==> src/rtl/pid_encoder_v.sv <==
// Quadrature encoder front end for the multi-channel PID: per-channel 4x decode into
// wrapping position counters, CPU setpoints, and a saturated setpoint-minus-position error.
module pid_encoder_v #(
   parameter int aw = 1,
   parameter int ew = 24,
   localparam int an = 1 << aw
) (
   input  logic                 clk_pid,
   input  logic                 reset,
   input  logic [an-1:0]        enc_a,
   input  logic [an-1:0]        enc_b,
   input  logic                 sp_we,
   input  logic [aw-1:0]        sp_addr,
   input  logic [ew-1:0]        sp_data,
   input  logic [an-1:0]        pos_clr,
   input  logic [aw-1:0]        a,
   output logic [ew-1:0]        error,
   output logic [ew-1:0]        pos_rd,
   output logic [an-1:0]        enc_err
);

   localparam logic [ew-1:0] one_c = {{(ew-1){1'b0}}, 1'b1};

   logic [an-1:0] a_s1_q, a_s2_q, b_s1_q, b_s2_q, a_prev_q, b_prev_q;
   logic [1:0]    arm_q, arm_d;
   logic [ew-1:0] pos_q [an];
   logic [ew-1:0] pos_d [an];
   logic [ew-1:0] sp_q  [an];
   logic [ew-1:0] sp_d  [an];
   logic [an-1:0] enc_err_q, enc_err_d;
   logic [ew-1:0] error_q, error_d, pos_rd_q, pos_rd_d;

   // Maps {A,B} onto a Gray-code ring position so one subtraction classifies a transition.
   function automatic logic [1:0] quad_idx(input logic pa, input logic pb);
      return {pb, pa ^ pb};
   endfunction

   function automatic logic [ew-1:0] sat_diff(input logic [ew-1:0] s, input logic [ew-1:0] p);
      logic [ew:0] d;
      d = {s[ew-1], s} - {p[ew-1], p};
      if (d[ew] != d[ew-1]) begin
         if (d[ew]) begin
            return {1'b1, {(ew-1){1'b0}}};
         end else begin
            return {1'b0, {(ew-1){1'b1}}};
         end
      end else begin
         return d[ew-1:0];
      end
   endfunction

   // Arming, decode, clear and setpoint next-state.
   always_comb begin
      arm_d = (arm_q == 2'd3) ? arm_q : arm_q + 2'd1;
      for (int i = 0; i < an; i++) begin
         pos_d[i]     = pos_q[i];
         enc_err_d[i] = enc_err_q[i];
         if (pos_clr[i]) begin
            pos_d[i]     = {ew{1'b0}};
            enc_err_d[i] = 1'b0;
         end else if (arm_q == 2'd3) begin
            case (quad_idx(a_s2_q[i], b_s2_q[i]) - quad_idx(a_prev_q[i], b_prev_q[i]))
               2'd1:    pos_d[i]     = pos_q[i] + one_c;
               2'd3:    pos_d[i]     = pos_q[i] - one_c;
               2'd2:    enc_err_d[i] = 1'b1;
               default: pos_d[i]     = pos_q[i];
            endcase
         end else begin
            pos_d[i] = pos_q[i];
         end
         if (sp_we && (sp_addr == aw'(i))) begin
            sp_d[i] = sp_data;
         end else begin
            sp_d[i] = sp_q[i];
         end
      end
   end

   // Output next-state: saturated error for the PID channel and CPU readback.
   always_comb begin
      error_d  = sat_diff(sp_q[a], pos_q[a]);
      pos_rd_d = pos_q[sp_addr];
   end

   // State registers.
   always_ff @(posedge clk_pid or posedge reset) begin
      if (reset) begin
         a_s1_q    <= {an{1'b0}};
         a_s2_q    <= {an{1'b0}};
         b_s1_q    <= {an{1'b0}};
         b_s2_q    <= {an{1'b0}};
         a_prev_q  <= {an{1'b0}};
         b_prev_q  <= {an{1'b0}};
         arm_q     <= 2'd0;
         enc_err_q <= {an{1'b0}};
         error_q   <= {ew{1'b0}};
         pos_rd_q  <= {ew{1'b0}};
         for (int i = 0; i < an; i++) begin
            pos_q[i] <= {ew{1'b0}};
            sp_q[i]  <= {ew{1'b0}};
         end
      end else begin
         a_s1_q    <= enc_a;
         a_s2_q    <= a_s1_q;
         b_s1_q    <= enc_b;
         b_s2_q    <= b_s1_q;
         a_prev_q  <= a_s2_q;
         b_prev_q  <= b_s2_q;
         arm_q     <= arm_d;
         enc_err_q <= enc_err_d;
         error_q   <= error_d;
         pos_rd_q  <= pos_rd_d;
         for (int i = 0; i < an; i++) begin
            pos_q[i] <= pos_d[i];
            sp_q[i]  <= sp_d[i];
         end
      end
   end

   assign error   = error_q;
   assign pos_rd  = pos_rd_q;
   assign enc_err = enc_err_q;

endmodule

==> config.mk <==
export PLATFORM = sky130hd
export DESIGN_NAME = pid_encoder_v
export DESIGN_NICKNAME = d
export VERILOG_FILES = /design/src/rtl/pid_encoder_v.sv
export SDC_FILE = /design/constraint.sdc
export NUM_CORES = 1
export LEC_CHECK = 0
export ABC_AREA = 1
export CAP_MARGIN = 20
export CELL_PAD_IN_SITES_DETAIL_PLACEMENT = 0
export CELL_PAD_IN_SITES_GLOBAL_PLACEMENT = 1
export CORE_ASPECT_RATIO = 2
export CORE_UTILIZATION = 30
export DETAILED_ROUTE_END_ITERATION = 6
export GPL_ROUTABILITY_DRIVEN = 0
export PLACE_DENSITY = 0.71
export SYNTH_ARGS = -nofsm -noshare
export SYNTH_HDL_FRONTEND = slang
export SYNTH_SLANG_ARGS = --single-unit
==> constraint.sdc <==
create_clock -name clk_pid -period 7.6 [get_ports clk_pid]
set_clock_uncertainty 0.05 [all_clocks]
set_input_delay 2.28 -clock clk_pid [delete_from_list [all_inputs] [get_ports clk_pid]]
set_output_delay 2.28 -clock clk_pid [all_outputs]
set_load 0.02 [all_outputs]
==> summary.md, run 1 <==
| Metric | Value |
|---|---|
| Dominant combinational cell family by area after synthesis | `simple AND/OR/NAND/NOR gates` |
| Quantity of I/O buffers inserted on ports | `84` |
| Fraction of synthesis flops using an asynchronous set or reset pin | `100%` |
| Most common cell after layout, fill and taps aside | `sky130_fd_sc_hd__nand2_1` |
| Die Span X | `about 140 um` |
| Synth cell types | `43` |
| Clock tree from TritonCTS | `done` |
| Kind of capture point of the worst setup path | `register` |
| Hold Buf Count CTS | `0` |
| Count of state elements after synthesis | `between 150 and 200` |
| Status | `finished, violations left` |
| Syn Nets | `between 1,500 and 2,000` |
| Maximum operating frequency | `roughly 190 MHz` |
| Reg clk slew, reported paths | `80 ps` |
| Portion of netlist area occupied by mux cells | `roughly 2.5%` |
| DR DRC count | `8` |
| Crit path DAT | `about 5600 ps` |
| Worst skew pair latency | `roughly 460 ps` |
| Avg WL per Cell | `between 15 and 20 um` |
| Die area | `38,400 um2` |
| Least-Margin Pin Slew | `roughly 1200 ps` |
| Largest fanout of any net on the critical path | `43` |
| Adder and majority cell fraction of the synthesized area | `between 3 and 4%` |
| Peak supply drop | `~0.16 mV` |
| Vias after detailed routing | `10,900` |
| Slew Viols, Final | `0` |
| Antenna cell count | `0` |
| Most frequently used flop master after synthesis | `sky130_fd_sc_hd__dfrtp_1` |
| Std-Cell Core Area | `approximately 37,000 um2` |
| Total leakage power | `between 0.006 and 0.007 uW` |
| Simple-gate share of the synthesized area | `31.7%` |
| Number of enable flip-flop cells after synthesis | `0` |
| Required arrival time at the worst endpoint | `7850 ps` |
| Post-Syn Area | `~11,000 um2` |
| Final hold violations | `0` |
| Classification of the worst setup path | `primary input to register` |
| DRC marker count from the first detailed-route iteration | `around 780` |
| Number of detailed-route iterations in the first pass | `7` |
| Crit share post-route | `a little under three quarters` |
| Worst reg2reg setup slack | `roughly 3500 ps` |
| Vias in the first global route | `10,700` |
| Number of placed I/O pins | `85` |
| H-Tree Depth | `4` |
| Growth of design area from synthesis to finish | `15.1%` |
| Unrepaired setup endpoints after global routing | `no` |
| Post-detailed-route via-to-cell ratio | `a little over 5` |
| Final sum of negative setup slack | `0 ps` |
| Violations in the final reports | `design-rule violations` |
| Mean instance size in the synthesized netlist | `roughly 7.0 um2` |
| Final-stage net count | `about 1,700` |
| Number of clock buffers inserted by TritonCTS | `17` |
| Number of clock sinks | `160` |
| Maximum buffer depth of the clock tree | `2` |
| Core Util, Final | `34.9%` |
| Maximum number of pins on one net before global-route repair | `just under 90` |
| Synthesized-area fraction occupied by xor and xnor cells | `around 2.3%` |
| Number of buffers added for setup after CTS | `0` |
| Portion of the post-synthesis area used by sequential elements | `a little over a third` |
| Element type at the critical path start | `primary input` |
| Count of fill cells added during filler insertion | `3,913` |
| Number of instances in the synthesized netlist | `1,601` |
| Leading cell types in the layout, fill and taps excluded | `sky130_fd_sc_hd__nand2_1, sky130_fd_sc_hd__inv_1, sky130_fd_sc_hd__dfrtp_1, sky130_fd_sc_hd__o21ai_0, sky130_fd_sc_hd__nand3_1` |
| Die span in y | `approximately 280 um` |
| Root Buffer | `sky130_fd_sc_hd__clkbuf_16` |
| Effective utilization at floorplan | `between 30% and 40%` |
| Cells resized by post-CTS repair | `0` |
| Synthesized-area fraction occupied by ao, oa, aoi and oai cells | `13.9%` |
| Post-layout min period | `5390 ps` |
| Number of max-cap violations | `0` |
| GRT overflow | `0` |
| Total power density per cell area | `between 300 and 400 nW/um2` |
| First-pass GRT wire length | `slightly above 60,000 um` |
| Hold/Removal Path Class | `register to register` |
| Tightest slew margin relative to the limit | `about 18%` |
| Total wirelength of the detailed-routed design | `~40,000 um` |
| Placed wire-length estimate | `31,200 um` |
| Ys Warns | `0` |
| Number of antenna violations at the first check in global routing | `0` |
| Number of rows in the core area | `100` |
| GRT Total Usage | `a little over a fifth` |
| Final ANT Viol Nets | `0` |
| Layout cell share with drive strength beyond 1 | `under 10%` |
| Final-report setup violation count | `0` |
==> state kept, by name, summed over array words and instances, names as in the netlist <==
signal	cells
error	24
b_prev_q	2
a_prev_q	2
pos_rd	24
enc_err	2
b_s2_q	2
sp_q	48
b_s1_q	2
a_s1_q	2
pos_q	48
a_s2_q	2
arm_q	2
==> stage by stage <==
step | power, uW | setup WS [ps] | hold slack (ps) | cells | instance area, um2
2_1_floorplan | 2640 | 950 | 281 | 1601 | 11300
3_3_place_gp | 3350 | 1770 | 287 | 2073 | 12300
3_5_place_dp | 3360 | 1720 | 286 | 2073 | 12300
4_1_cts | 4280 | 2200 | 304 | 2105 | 13000
5_1_grt | 4550 | 1780 | 306 | 2105 | 13000
6_report | 4260 | 2210 | 300 | 2105 | 13000
==> metal layers <==
layer	global-route usage (%)	routed length (um)	up-vias
li1	-	-	5321
met1	21.5	14500	5115
met2	39.8	21600	329
met3	2.11	1240	115
met4	15.3	2720	0
met5	0	0	-
==> cell families after synthesis <==
kind of cell	Yosys count
simple gates	814
xor+xnor	29
buf+inv	271
fa+ha+maj	34
mux	25
compound gates	268
flops	160
==> layout make-up <==
cell class / count / area, um2 / area share (%)
repair buffers: 99 / 948 / 7.31
clock buffers: 17 / 425 / 3.28
multi-input cells: 1170 / 6110 / 47.1
clock inverters: 15 / 209 / 1.61
inverters: 185 / 699 / 5.39
well taps: 459 / 574 / 4.43
flip-flops and latches: 160 / 4000 / 30.9
==> cells in the mapped netlist, types with 18 or more instances <==
| cell | number | area share [%] |
|---|---|---|
| sky130_fd_sc_hd__a21oi_1 | 57 | 2.5 |
| sky130_fd_sc_hd__buf_2 | 21 | 0.93 |
| sky130_fd_sc_hd__clkbuf_1 | 42 | 1.4 |
| sky130_fd_sc_hd__dfrtp_1 | 160 | 36 |
| sky130_fd_sc_hd__ha_1 | 33 | 3.7 |
| sky130_fd_sc_hd__inv_1 | 179 | 6.0 |
| sky130_fd_sc_hd__mux2_2 | 24 | 2.4 |
| sky130_fd_sc_hd__nand2_1 | 513 | 17 |
| sky130_fd_sc_hd__nand2_2 | 28 | 1.6 |
| sky130_fd_sc_hd__nand3_1 | 86 | 3.8 |
| sky130_fd_sc_hd__nand4_1 | 64 | 3.6 |
| sky130_fd_sc_hd__nor2_1 | 79 | 2.6 |
| sky130_fd_sc_hd__o21ai_0 | 129 | 5.7 |
| sky130_fd_sc_hd__o41ai_1 | 34 | 2.6 |
| sky130_fd_sc_hd__xor2_1 | 18 | 1.4 |
==> power breakdown <==
group	internal (uW)	leakage, uW	switching [uW]	total [uW]
logic	719	0.00403	1350	2070
registers	1060	0.00201	230	1290
clock network	454	0.000303	451	905
==> worst max-delay path, stage by stage <==
cell,delay [ps]
sky130_fd_sc_hd__buf_2,670
sky130_fd_sc_hd__buf_4,420
sky130_fd_sc_hd__nand2_1,80
sky130_fd_sc_hd__o21ai_0,100
sky130_fd_sc_hd__ha_1,330
sky130_fd_sc_hd__a21oi_1,220
sky130_fd_sc_hd__o21ai_2,110
sky130_fd_sc_hd__a21boi_2,270
sky130_fd_sc_hd__o21bai_4,110
sky130_fd_sc_hd__nand3_2,70
sky130_fd_sc_hd__nand3_2,80
sky130_fd_sc_hd__xnor2_1,170
sky130_fd_sc_hd__or2_1,570
sky130_fd_sc_hd__nand2_1,130
==> path summary, 6_finish.rpt <==
path	startpoint	end	cells past startpoint
min in group asynchronous	reset	sp_q[22]	2
max in group asynchronous	reset	pos_q[1]	3
worst min-delay path	b_s1_q[0]	b_s2_q[0]	0
worst max-delay path	a	error[2]	14
worst max register to register	b_prev_q[1]	pos_q[23]	14
worst min register to register	b_s1_q[0]	b_s2_q[0]	0
(Power assumes the default switching activity.)
==> run 2, diff against run 1 <==
--- a/config.mk
+++ b/config.mk
@@ -13,7 +13,7 @@
 export CORE_UTILIZATION = 30
 export DETAILED_ROUTE_END_ITERATION = 6
 export GPL_ROUTABILITY_DRIVEN = 0
-export PLACE_DENSITY = 0.71
+export PLACE_DENSITY = 0.73
 export SYNTH_ARGS = -nofsm -noshare
 export SYNTH_HDL_FRONTEND = slang
 export SYNTH_SLANG_ARGS = --single-unit
==> constraint.sdc (replaced) <==
create_clock -name clk_pid -period 4.7 [get_ports clk_pid]
set_clock_uncertainty 0.05 [all_clocks]
set_input_delay 1.41 -clock clk_pid [delete_from_list [all_inputs] [get_ports clk_pid]]
set_output_delay 1.41 -clock clk_pid [all_outputs]
set_load 0.02 [all_outputs]
==> summary.md, run 2 (synthesis results as in run 1) <==
| Metric | Value |
|---|---|
| Status | `finished, violations left` |
| Violations in the final reports | `design-rule violations` |
| Maximum buffer depth of the clock tree | `2 (unchanged)` |
| Least-Margin Pin Slew | `1160 ps (-53.2 ps)` |
| Number of clock sinks | `160 (unchanged)` |
| Hold Buf Count CTS | `0 (unchanged)` |
| Number of max-cap violations | `0 (unchanged)` |
| Cells resized by post-CTS repair | `0 (unchanged)` |
| Number of buffers added for setup after CTS | `0 (unchanged)` |
| Number of detailed-route iterations in the first pass | `7 (unchanged)` |
| Post-layout min period | `~4000 ps` |
| Std-Cell Core Area | `37,200 um2 (unchanged)` |
| Worst skew pair latency | `450 ps (about the same)` |
| H-Tree Depth | `4 (unchanged)` |
| Post-detailed-route via-to-cell ratio | `5.14 (-0.63%)` |
| Die span in y | `276 um (unchanged)` |
| Total wirelength of the detailed-routed design | `39,100 um (-2.3%)` |
| Post-route standard cell area excluding fillers | `13,100 um2 (+0.73%)` |
| Vias after detailed routing | `10,900 (+0.028%)` |
| Reg clk slew, reported paths | `70 ps (about the same)` |
| Classification of the worst setup path | `primary input to register` |
| Placed wire-length estimate | `30,800 um (-1.5%)` |
| Maximum operating frequency | `248 MHz` |
| Final-report setup violation count | `0 (unchanged)` |
| Unrepaired setup endpoints after global routing | `no` |
| Avg WL per Cell | `18.4 um (-3.0%)` |
| Final-stage net count | `1,716 (+0.82%)` |
| Relative contribution of sequential cells to total power | `30.3% (about the same)` |
| Vias in the first global route | `10,900 (+1.0%)` |
| Die Span X | `139 um (unchanged)` |
| Met2 Track Usage GR | `38.9% (-0.89 points)` |
| Final ANT Viol Nets | `0 (unchanged)` |
| Number of antenna violations at the first check in global routing | `0 (unchanged)` |
| Total leakage power | `0.00641 uW (+0.95%)` |
| Crit path DAT | `4290 ps (-1350 ps)` |
| Hold/Removal Path Class | `register to register` |
| Number of placed I/O pins | `85 (unchanged)` |
| Leading cell types in the layout, fill and taps excluded | `sky130_fd_sc_hd__nand2_1, sky130_fd_sc_hd__inv_1, sky130_fd_sc_hd__dfrtp_1, sky130_fd_sc_hd__o21ai_0, sky130_fd_sc_hd__nand3_1` |
| GRT overflow | `0 (unchanged)` |
| Most used routing layer | `met2` |
| Internal Pwr Total | `3660 uW (+64%)` |
| Layout cell share with drive strength beyond 1 | `9.88% (+0.71 points)` |
| Effective utilization at floorplan | `30.3% (unchanged)` |
| DR DRC count | `5 (-3)` |
| Growth of design area from synthesis to finish | `15.9%` |
| Crit share post-route | `approximately 86%` |
| Antenna cell count | `0 (unchanged)` |
| Count of fill cells added during filler insertion | `3,875 (-0.97%)` |
| Multi-input combinational cell area | `6110 um2 (unchanged)` |
| First-pass GRT wire length | `60,600 um (-1.4%)` |
| Post-Place Cell Area | `12,500 um2 (+1.2%)` |
| Portion of total power attributed to combinational logic | `49.4% (+0.9 points)` |
| Combined flip-flop and latch cell area | `4000 um2 (unchanged)` |
| Most common cell after layout, fill and taps aside | `sky130_fd_sc_hd__nand2_1` |
| Net Switching | `3150 uW (+55%)` |
| Largest fanout of any net on the critical path | `26 (-40%)` |
| Slew Viols, Final | `0 (unchanged)` |
| Element type at the critical path start | `primary input` |
| Global-route met1 utilization | `21.1% (-0.38 points)` |
| Tightest slew margin relative to the limit | `21.5% (+3.6 points)` |
| Regs by FF count | `pos_q: 48 flops, sp_q: 48 flops` |
| GRT Total Usage | `20.8% (-0.38 points)` |
| DRC marker count from the first detailed-route iteration | `931 (+20%)` |
| Root Buffer | `sky130_fd_sc_hd__clkbuf_16` |
| Total power density per cell area | `521 nW/um2 (+59%)` |
| Maximum number of pins on one net before global-route repair | `62 (-30%)` |
| Required arrival time at the worst endpoint | `4970 ps (-2880 ps)` |
| Clock tree from TritonCTS | `done` |
| Peak supply drop | `0.262 mV (+62%)` |
| GR Util met3 | `2.08% (-0.035 points)` |
| Number of clock buffers inserted by TritonCTS | `17 (unchanged)` |
| Die area | `38,400 um2 (unchanged)` |
| Total Power Consumption | `6810 uW (+60%)` |
| Quantity of I/O buffers inserted on ports | `84 (unchanged)` |
| Sw Ratio | `46.3% (-1.4 points)` |
| Kind of capture point of the worst setup path | `register` |
| Final hold violations | `0 (unchanged)` |
| Part of the power in the clock network | `20.3% (-1.0 points)` |
| Final sum of negative setup slack | `0 ps (unchanged)` |
| Number of rows in the core area | `100 (unchanged)` |
[run 2: cell types whose count changed in the layout (fill, tap and decap cells not counted), moves of 2 or more]
| cell | before | now |
|---|---|---|
| sky130_fd_sc_hd__buf_12 | 0 | 4 |
| sky130_fd_sc_hd__buf_4 | 15 | 25 |
| sky130_fd_sc_hd__clkinv_2 | 0 | 3 |
| sky130_fd_sc_hd__clkinv_8 | 7 | 1 |
| sky130_fd_sc_hd__clkinvlp_4 | 0 | 2 |
| sky130_fd_sc_hd__inv_12 | 3 | 0 |
| sky130_fd_sc_hd__inv_8 | 1 | 3 |
[run 2: critical path: stages]
cell and delay, ps:
sky130_fd_sc_hd__buf_2 330, sky130_fd_sc_hd__buf_12 220, sky130_fd_sc_hd__buf_4 200, sky130_fd_sc_hd__nor2_1 60
sky130_fd_sc_hd__a21oi_1 340, sky130_fd_sc_hd__ha_1 390, sky130_fd_sc_hd__a21oi_1 270, sky130_fd_sc_hd__o21ai_0 160
sky130_fd_sc_hd__a21oi_1 170, sky130_fd_sc_hd__nand4_1 110, sky130_fd_sc_hd__o21ai_1 150, sky130_fd_sc_hd__or2_1 140
sky130_fd_sc_hd__buf_4 230, sky130_fd_sc_hd__nand2_1 90
[run 2: path summary, 6_finish.rpt]
kind / startpoint / end / slack [ps] / cells past startpoint
worst min-delay path: a_s1_q[1] / a_s2_q[1] / 300 / 0
max in group asynchronous: reset / pos_q[9] / 2560 / 3
worst min register to register: a_s1_q[1] / a_s2_q[1] / 300 / 0
worst max register to register: b_s2_q[1] / pos_q[23] / 1470 / 13
min in group asynchronous: reset / error[22] / 1310 / 2
worst max-delay path: a / error[14] / 680 / 14
[run 2: area by class of cell]
class | count | share of cell area, %
Multi-Input combinational cell | 1170 | 46.7
Sequential cell | 160 | 30.7
Timing Repair Buffer | 113 | 8.45
Inverter | 185 | 5.35
Tap cell | 459 | 4.40
Clock buffer | 18 | 3.29
Clock inverter | 14 | 1.12
[run 2: metrics by stage]
stage	std cells	setup slack, ps	hold WS, ps	util [%]
2_1_floorplan	1601	498	281	-
3_5_place_dp	2087	232	290	33.6
5_1_grt	2119	522	318	35.1
6_report	2119	675	304	35.1
3_3_place_gp	2087	279	283	33.6
4_1_cts	2119	694	305	35.1
[run 2: routing by layer]
metal / wire [um] / vias up
li1: - / 5330
met4: 2840 / 0
met1: 14000 / 5125
met2: 21000 / 313
met3: 1140 / 115
met5: 0 / -
[run 2: power groups by stage]
stage	Combinational [uW]	Clock (uW)	Sequential [uW]
final	3360	1380	2060
after global routing	3720	1470	2100
after CTS	3360	1420	2060
after detailed placement	3350	0	2080
after global placement	3310	0	2080
after floorplan	2190	0	2080
==> run 3, diff against run 2 <==
--- a/config.mk
+++ b/config.mk
@@ -13,7 +13,7 @@
 export CORE_UTILIZATION = 30
 export DETAILED_ROUTE_END_ITERATION = 6
 export GPL_ROUTABILITY_DRIVEN = 0
-export PLACE_DENSITY = 0.73
+export PLACE_DENSITY = 0.71
 export SYNTH_ARGS = -nofsm -noshare
 export SYNTH_HDL_FRONTEND = slang
 export SYNTH_SLANG_ARGS = --single-unit
==> constraint.sdc (replaced) <==
create_clock -name clk_pid -period 4.9 [get_ports clk_pid]
set_clock_uncertainty 0.05 [all_clocks]
set_input_delay 1.47 -clock clk_pid [delete_from_list [all_inputs] [get_ports clk_pid]]
set_output_delay 1.47 -clock clk_pid [all_outputs]
set_load 0.02 [all_outputs]
==> summary.md, run 3 (synthesis results as in run 1) <==
| Metric | Value |
|---|---|
| Status | `finished, violations left` |
| Violations in the final reports | `design-rule violations` |
| Post-route standard cell area excluding fillers | `13,100 um2 (about the same)` |
| Maximum operating frequency | `245 MHz` |
| GRT overflow | `0 (unchanged)` |
| Leading cell types in the layout, fill and taps excluded | `sky130_fd_sc_hd__nand2_1, sky130_fd_sc_hd__inv_1, sky130_fd_sc_hd__dfrtp_1, sky130_fd_sc_hd__o21ai_0, sky130_fd_sc_hd__nand3_1` |
| Reg clk slew, reported paths | `70 ps (about the same)` |
| Final-stage net count | `1,716 (unchanged)` |
| Regs by FF count | `pos_q: 48 flops, sp_q: 48 flops` |
| Number of clock sinks | `160 (unchanged)` |
| Portion of total power attributed to combinational logic | `48.9% (-0.5 points)` |
| List of cells traversed by the critical path | `buf_2 > buf_12 > o21ai_0 > ha_1 > a21oi_1 > o21ai_0 > o21bai_1 > nand2_1 > nand3_2 > xnor2_1 > or2_1 > buf_4 > nand2_1` |
| GRT Total Usage | `21.2% (+0.41 points)` |
| Final sum of negative setup slack | `0 ps (unchanged)` |
| Internal Pwr Total | `3580 uW (-2.2%)` |
| Placed wire-length estimate | `31,300 um (+1.6%)` |
| Total power density per cell area | `509 nW/um2 (-2.5%)` |
| Number of rows in the core area | `100 (unchanged)` |
| Highest cell delay on the worst timing path | `630 ps (+240 ps)` |
| Post-Place Cell Area | `12,500 um2 (-0.20%)` |
| Die area | `38,400 um2 (unchanged)` |
| Hold Slack | `299 ps (-4.65 ps)` |
| Net Switching | `3070 uW (-2.7%)` |
| DR DRC count | `5 (unchanged)` |
| Slowest cell on crit path | `sky130_fd_sc_hd__o21ai_0` |
| Sw Ratio | `46.2% (-0.11 points)` |
| Hold/Removal Path Class | `register to register` |
| Post-layout min period | `roughly 4100 ps` |
| Cell family contributing the most delay on the critical path | `compound AO/OA/AOI/OAI gates` |
| H-Tree Depth | `4 (unchanged)` |
| Kind of capture point of the worst setup path | `register` |
| Vias after detailed routing | `10,800 (-0.91%)` |
| Final hold violations | `0 (unchanged)` |
| Final ANT Viol Nets | `0 (unchanged)` |
| Die span in y | `276 um (unchanged)` |
| Total leakage power | `0.00642 uW (+0.13%)` |
| Most common cell after layout, fill and taps aside | `sky130_fd_sc_hd__nand2_1` |
| Root Buffer | `sky130_fd_sc_hd__clkbuf_16` |
| Hold Buf Count CTS | `0 (unchanged)` |
| Worst skew pair latency | `460 ps (about the same)` |
| DRC marker count from the first detailed-route iteration | `776 (-17%)` |
| Least-Margin Pin Slew | `1070 ps (-87.3 ps)` |
| Number of antenna violations at the first check in global routing | `0 (unchanged)` |
| Quantity of I/O buffers inserted on ports | `84 (unchanged)` |
| Effective utilization at floorplan | `30.3% (unchanged)` |
| Peak supply drop | `0.216 mV (-18%)` |
| Number of placed I/O pins | `85 (unchanged)` |
| Std-Cell Core Area | `37,200 um2 (unchanged)` |
| Layout cell share with drive strength beyond 1 | `9.88% (unchanged)` |
| Maximum number of pins on one net before global-route repair | `101 (+63%)` |
| Total wirelength of the detailed-routed design | `39,700 um (+1.5%)` |
| Unrepaired setup endpoints after global routing | `no` |
| Crit path DAT | `4340 ps (+50 ps)` |
| Crit share post-route | `a little over 80%` |
| Number of clock buffers inserted by TritonCTS | `17 (unchanged)` |
| Largest fanout of any net on the critical path | `41 (+58%)` |
| Slew Viols, Final | `0 (unchanged)` |
| Die Span X | `139 um (unchanged)` |
| Number of detailed-route iterations in the first pass | `7 (unchanged)` |
| Vias in the first global route | `10,800 (-0.53%)` |
| Required arrival time at the worst endpoint | `5160 ps (+190 ps)` |
| First-pass GRT wire length | `61,800 um (+2.0%)` |
| Number of buffers added for setup after CTS | `0 (unchanged)` |
| Cells resized by post-CTS repair | `0 (unchanged)` |
| Relative contribution of sequential cells to total power | `29.7% (-0.6 points)` |
| Avg WL per Cell | `18.7 um (+1.5%)` |
| Part of the power in the clock network | `21.4% (+1.1 points)` |
| Maximum buffer depth of the clock tree | `2 (unchanged)` |
| Crit path buffers/inverters | `3 (-1)` |
| Tightest slew margin relative to the limit | `27.4% (+5.9 points)` |
| Growth of design area from synthesis to finish | `16.0% (about the same)` |
| Count of fill cells added during filler insertion | `3,935 (+1.5%)` |
| Classification of the worst setup path | `primary input to register` |
| Post-detailed-route via-to-cell ratio | `5.09 (-0.91%)` |
| Number of max-cap violations | `0 (unchanged)` |
| Antenna cell count | `0 (unchanged)` |
| Clock tree from TritonCTS | `done` |
| Element type at the critical path start | `primary input` |
| Final-report setup violation count | `0 (unchanged)` |
## run 3: cell count changes in the layout (fill, tap and decap cells not counted)
cell,delta
sky130_fd_sc_hd__clkinv_2,-2
sky130_fd_sc_hd__bufinv_16,+1
sky130_fd_sc_hd__clkbuf_8,+1
sky130_fd_sc_hd__clkinv_8,-1
sky130_fd_sc_hd__inv_8,+2
sky130_fd_sc_hd__clkinvlp_4,-1
sky130_fd_sc_hd__buf_12,-2
sky130_fd_sc_hd__buf_4,+2
## run 3: worst paths after layout
| check | slack (ps) | startpoint | cells after the start | endpoint |
|---|---|---|---|---|
| worst min register to register | 300 | b_s1_q[1] | 0 | b_s2_q[1] |
| worst max register to register | 1360 | b_s2_q[1] | 17 | pos_q[10] |
| worst min-delay path | 300 | b_s1_q[1] | 0 | b_s2_q[1] |
| max in group asynchronous | 2530 | reset | 3 | pos_q[16] |
| worst max-delay path | 830 | a | 13 | error[9] |
| min in group asynchronous | 1350 | reset | 2 | pos_rd[23] |
## run 3: metal layers
metal	up-vias	routed length (um)	track usage, %
li1	5334	-	-
met1	5042	14600	21.5
met2	293	21200	39.9
met3	115	1050	2.13
met4	0	2750	15.2
met5	-	0	0
## run 3: area by class of cell
type / instances / area, um2 / share of cell area (%)
clock buffers: 19 / 443 / 3.39
clock inverters: 13 / 165 / 1.26
inverters: 185 / 698 / 5.34
multi-input cells: 1170 / 6110 / 46.7
flip-flops and latches: 160 / 4000 / 30.6
well taps: 459 / 574 / 4.39
repair buffers: 113 / 1080 / 8.25
## run 3: power by group through the flow
stage | Sequential (uW) | Clock (uW) | Combinational (uW)
detailed placement | 1990 | 0 | 3230
floorplan | 1990 | 0 | 2100
global placement | 1990 | 0 | 3210
CTS | 1970 | 1450 | 3250
finish | 1970 | 1420 | 3250
global route | 2010 | 1510 | 3580
## run 3: through the flow
step,power (uW),util [%],instances,setup slack [ps]
after global placement,5210,33.5,2087,434
final,6650,35.2,2119,826
after CTS,6670,35.2,2119,902
after global routing,7100,35.2,2119,680
after detailed placement,5220,33.5,2087,437
after floorplan,4090,-,1601,638
